--- config.mk ---
export PLATFORM = sky130hd
export DESIGN_NAME = line_sequencer
export DESIGN_NICKNAME = d
export VERILOG_FILES = /design/src/rtl/line_sequencer.sv
export SDC_FILE = /design/constraint.sdc
export NUM_CORES = 1
export LEC_CHECK = 0
export ABC_CLOCK_PERIOD_IN_PS = 3600
export CAP_MARGIN = 20
export CELL_PAD_IN_SITES_DETAIL_PLACEMENT = 1
export CELL_PAD_IN_SITES_GLOBAL_PLACEMENT = 2
export CORE_UTILIZATION = 43
export CTS_BUF_LIST = sky130_fd_sc_hd__clkbuf_4 sky130_fd_sc_hd__clkbuf_8
export DETAILED_ROUTE_END_ITERATION = 10
export MAX_ROUTING_LAYER = met4
export PLACE_DENSITY = 0.81
export SLEW_MARGIN = 20
export SYNTH_ARGS = -nofsm -noshare
export SYNTH_HDL_FRONTEND = slang
export SYNTH_SLANG_ARGS = --single-unit
--- constraint.sdc ---
create_clock -name clk -period 3.6 [get_ports clk]
set_input_delay 0.72 -clock clk [delete_from_list [all_inputs] [get_ports clk]]
set_output_delay 0.72 -clock clk [all_outputs]
set_load 0.02 [all_outputs]
--- src/rtl/line_sequencer.sv ---
// Segment-table sequencer: issues stored line segments one at a time to a
// downstream line drawer, optionally following each with an erase pass.
module line_sequencer #(
  parameter int COORD_W = 11,
  parameter int DEPTH   = 8,
  localparam int IDX_W  = (DEPTH > 1) ? $clog2(DEPTH) : 1,
  localparam int CNT_W  = $clog2(DEPTH + 1)
) (
  input  logic               clk,
  input  logic               reset,
  input  logic               load_en,
  input  logic [IDX_W-1:0]   load_idx,
  input  logic [COORD_W-1:0] load_x0,
  input  logic [COORD_W-1:0] load_y0,
  input  logic [COORD_W-1:0] load_x1,
  input  logic [COORD_W-1:0] load_y1,
  input  logic [CNT_W-1:0]   num_lines,
  input  logic               erase_en,
  input  logic               loop,
  input  logic               go,
  input  logic               step,
  input  logic               halt,
  input  logic               done,
  output logic [COORD_W-1:0] x0,
  output logic [COORD_W-1:0] y0,
  output logic [COORD_W-1:0] x1,
  output logic [COORD_W-1:0] y1,
  output logic               color,
  output logic               start,
  output logic               busy,
  output logic               seq_done
);

  typedef enum logic [1:0] {IDLE, WAIT_DONE, WAIT_STEP} state_t;

  state_t             state, state_nxt;
  logic [COORD_W-1:0] tx0 [DEPTH];
  logic [COORD_W-1:0] ty0 [DEPTH];
  logic [COORD_W-1:0] tx1 [DEPTH];
  logic [COORD_W-1:0] ty1 [DEPTH];
  logic [IDX_W-1:0]   cur_idx;
  logic [CNT_W-1:0]   n_eff;
  logic [CNT_W-1:0]   n_go;
  logic               erase_r, loop_r, halt_l;

  logic               issue, go_acc, fin, halt_nxt, last_line;
  logic [IDX_W-1:0]   issue_idx;
  logic               issue_color;

  assign busy = (state != IDLE);
  assign n_go = (num_lines > CNT_W'(DEPTH)) ? CNT_W'(DEPTH) : num_lines;

  // The pass ends after the draw (or the erase, when enabled) of the final entry.
  assign last_line = !(erase_r && color) && (CNT_W'(cur_idx) == n_eff - CNT_W'(1));

  always_comb begin
    state_nxt   = state;
    issue       = 1'b0;
    go_acc      = 1'b0;
    fin         = 1'b0;
    halt_nxt    = halt_l;
    issue_color = !(erase_r && color);
    if (erase_r && color)
      issue_idx = cur_idx;
    else if (last_line)
      issue_idx = '0;
    else
      issue_idx = cur_idx + IDX_W'(1);

    case (state)
      IDLE: begin
        halt_nxt = 1'b0;
        if (go && (n_go != '0)) begin
          go_acc      = 1'b1;
          issue       = 1'b1;
          issue_idx   = '0;
          issue_color = 1'b1;
          state_nxt   = WAIT_DONE;
        end
      end
      WAIT_DONE: begin
        if (halt)
          halt_nxt = 1'b1;
        // done in the start cycle belongs to the previous line, not this one.
        if (done && !start) begin
          if (halt_l || halt || (last_line && !loop_r)) begin
            state_nxt = IDLE;
            fin       = 1'b1;
            halt_nxt  = 1'b0;
          end else begin
            state_nxt = WAIT_STEP;
          end
        end
      end
      WAIT_STEP: begin
        if (halt) begin
          state_nxt = IDLE;
          fin       = 1'b1;
        end else if (step) begin
          issue     = 1'b1;
          state_nxt = WAIT_DONE;
        end
      end
      default: state_nxt = IDLE;
    endcase
  end

  always_ff @(posedge clk) begin
    if (reset) begin
      state    <= IDLE;
      x0       <= '0;
      y0       <= '0;
      x1       <= '0;
      y1       <= '0;
      color    <= 1'b0;
      start    <= 1'b0;
      seq_done <= 1'b0;
      halt_l   <= 1'b0;
      cur_idx  <= '0;
      n_eff    <= '0;
      erase_r  <= 1'b0;
      loop_r   <= 1'b0;
      for (int i = 0; i < DEPTH; i++) begin
        tx0[i] <= '0;
        ty0[i] <= '0;
        tx1[i] <= '0;
        ty1[i] <= '0;
      end
    end else begin
      state    <= state_nxt;
      start    <= issue;
      seq_done <= fin;
      halt_l   <= halt_nxt;
      if (go_acc) begin
        n_eff   <= n_go;
        erase_r <= erase_en;
        loop_r  <= loop;
      end
      if (issue) begin
        cur_idx <= issue_idx;
        color   <= issue_color;
        x0      <= tx0[issue_idx];
        y0      <= ty0[issue_idx];
        x1      <= tx1[issue_idx];
        y1      <= ty1[issue_idx];
      end
      if (load_en && (state == IDLE)) begin
        tx0[load_idx] <= load_x0;
        ty0[load_idx] <= load_y0;
        tx1[load_idx] <= load_x1;
        ty1[load_idx] <= load_y1;
      end
    end
  end

endmodule

==> run metrics <==
Cell Chain, Critical Path=buf_4, inv_1, ha_1, xor2_1, nand4_1, o211ai_1, or2_2, buf_12, a21o_1, o2111ai_1; Port Buffers=approximately 110; total of max-cap violations=0; status=finished with violations; max-slew violation count=0; area grow syn2layout=17.5%; clock buffer count from CTS=75; Syn Inst Count=between 1500 and 2000; cts hold-fix bufs=0; dominant cells by area after synthesis=edfxtp_1 (51%), and2_1 (11%), dfxtp_1 (5.7%); Root Buffer=clkbuf_8; clk_lat worst skew=670 ps; final cell count without fillers=roughly 2500; global-route usage over all layers=0.283; unrepaired setup endpoints after global routing=no; I/O pin cnt=between 100 and 150; Final HPWL DP=38300 um; ys flop type=edfxtp_1; Buf/Inv on CP=3; cell accounting for the most synthesized area=edfxtp_1; synth warn=0; Final ANT Viol Nets=0; Avg WL per Cell=26.1 um; Slew headroom=0.340; Post-Route WL=66200 um; global-route wire length before repair=slightly below 100000 um; Crit path max-delay family=compound AO/OA/AOI/OAI gates; initial antenna violation count=3; final setup TNS=0 ps; startpoint types=flop; final setup fails=0; row cnt=79; Slowest-stage cell, CP=o211ai_1; clk sinks=between 400 and 500; period utilization=0.887; Max VDD drop=0.238 mV; Synth Register Bits=a little over 400; Final Hold Fails=0; synth cell count leaders=and2_1 (353), edfxtp_1 (352), nand2_1 (146); Starting Density=0.438; failing checks=design-rule violations; largest stage delay on the critical path=around 760 ps; die area=48700 um2; DRT iter0 DRCs=~1200; critical path capture point type=flop; nets=~1900; vias in the first global route=~16000; share of cells above drive strength 1=0.159; clock buffer depth=3; Core Region=~47000 um2; EDFF count, synth=between 300 and 400; P_leak=just under 9 nW; Max Freq=approximately 310 MHz; Clock Skews=around 37 ps; top-area cell type share of the netlist area=0.514; synthesized area per cell=11.7 um2; critical path data required time=4090 ps; post-cts resize count=0; DRT Pass-1 Iters=8; minimum clock period=3190 ps; WS Path Type=flop to flop; Hold Path Class=flop to flop; clk slew on worst S/H paths=50 ps; syn nets=roughly 1800; Post-synth ARST share=0; sequential fraction of the synthesis area=0.572; critical path data arrival time=3690 ps; crit path max fanout=40; Remaining DRCs=10; Tightest Pin Transition=986 ps; Yosys cell types=between 60 and 70; H-tree Lvls=3; synthesized area=20500 um2; P per Cell Area=approximately 500 nW/um2; setup repair bufs after CTS=0; cell with the most instances after synthesis=and2_1; Cells after DPL=around 2400; CTS tree=yes; Die Ht=221 um; Die Wd=around 220 um; final RePlAce weighted congestion=between 0.8 and 0.9; largest net degree at the start of global routing=57; grt ovf=0; Vias per Instance=a little under 6; via count=approximately 15000
-- layout make-up --
type,count,area [um2]
Tap cell,607,759
Antenna cell,4,10.0
Sequential cell,411,11800
Fill cell,4854,22700
Clock inverter,27,161
Clock buffer,110,1310
Timing Repair Buffer,175,1840
Inverter,8,30.0
Multi-Input combinational cell,1193,8270
-- cell families (layout without fill, tap and decap cells) --
logic type,after synthesis,count (layout),synth area share
simple gates,612,612,0.162
compound gates,439,439,0.161
flops,411,411,0.572
buf+inv,150,320,0.0324
mux,131,131,0.0663
fa+ha+maj,6,6,0.00365
xor+xnor,5,5,0.00280
other cells,0,4,0
-- layout by cell type (no fill, tap or decap), types with 6 or more instances in the layout --
cell type        count
and2_1             352
edfxtp_1           352
nand2_1            145
o21ai_0            126
clkdlybuf4s50_1    107
mux2i_1             91
clkbuf_8            78
dfxtp_1             58
nor2_1              52
buf_4               47
o211ai_1            43
a211oi_1            42
a21o_1              41
mux2_2              40
a22oi_1             40
o31a_1              39
o2111ai_2           34
clkbuf_4            32
buf_12              21
a21oi_1             20
clkinv_1            12
nor2_4              11
or2_2                9
clkinv_2             9
inv_1                8
nor3b_1              6
nor3_1               6
o2111ai_1            6
a221o_1              6
a222oi_1             6
-- state kept, by name (all words and copies together), names as in the netlist --
signal / cells
x0: 11
x1: 11
erase_r: 1
tx0: 88
cur_idx: 3
seq_done: 1
ty0: 88
ty1: 88
state: 2
color: 1
start: 1
tx1: 88
y1: 11
halt_l: 1
loop_r: 1
n_eff: 4
y0: 11
-- final timing paths --
kind,slack (ps),cells past startpoint,from,endpoint
worst max register to register,410,10,n_eff[0],x1[5]
worst min register to register,460,2,loop_r,loop_r
worst min-delay path,460,2,loop_r,loop_r
worst max-delay path,410,10,n_eff[0],x1[5]
-- power breakdown --
part	internal (W)	switching (W)
logic	0.000749	0.00122
clock network	0.00242	0.00201
registers	0.00542	0.000139
total	0.00858	0.00338
-- worst register-to-register path, cell delays in order (launching register included) --
cell and delay, ps:
dfxtp_1 300, buf_4 190, inv_1 60, ha_1 290, xor2_1 280, nand4_1 380
o211ai_1 760, or2_2 260, buf_12 270, a21o_1 160, o2111ai_1 90
-- metrics by stage --
step	setup WS [ps]	cell area, um2	hold WS, ps	total power [W]	util
2_1_floorplan	705	20500	436	0.00672	-
3_3_place_gp	271	22700	450	0.00756	0.484
3_5_place_dp	206	22700	459	0.00761	0.484
4_1_cts	455	24100	468	0.0120	0.515
5_1_grt	240	24100	510	0.0123	0.515
6_report	405	24100	465	0.0120	0.515
-- per-layer routing --
metal	routed length [um]	GRT usage	share of wire	up-vias
li1	-	-	-	6717
met1	28600	0.350	0.43	7758
met2	32000	0.458	0.48	476
met3	3630	0.0536	0.055	135
met4	1960	0.110	0.030	0
met5	0	-	0	-
(Power assumes the default switching activity.)
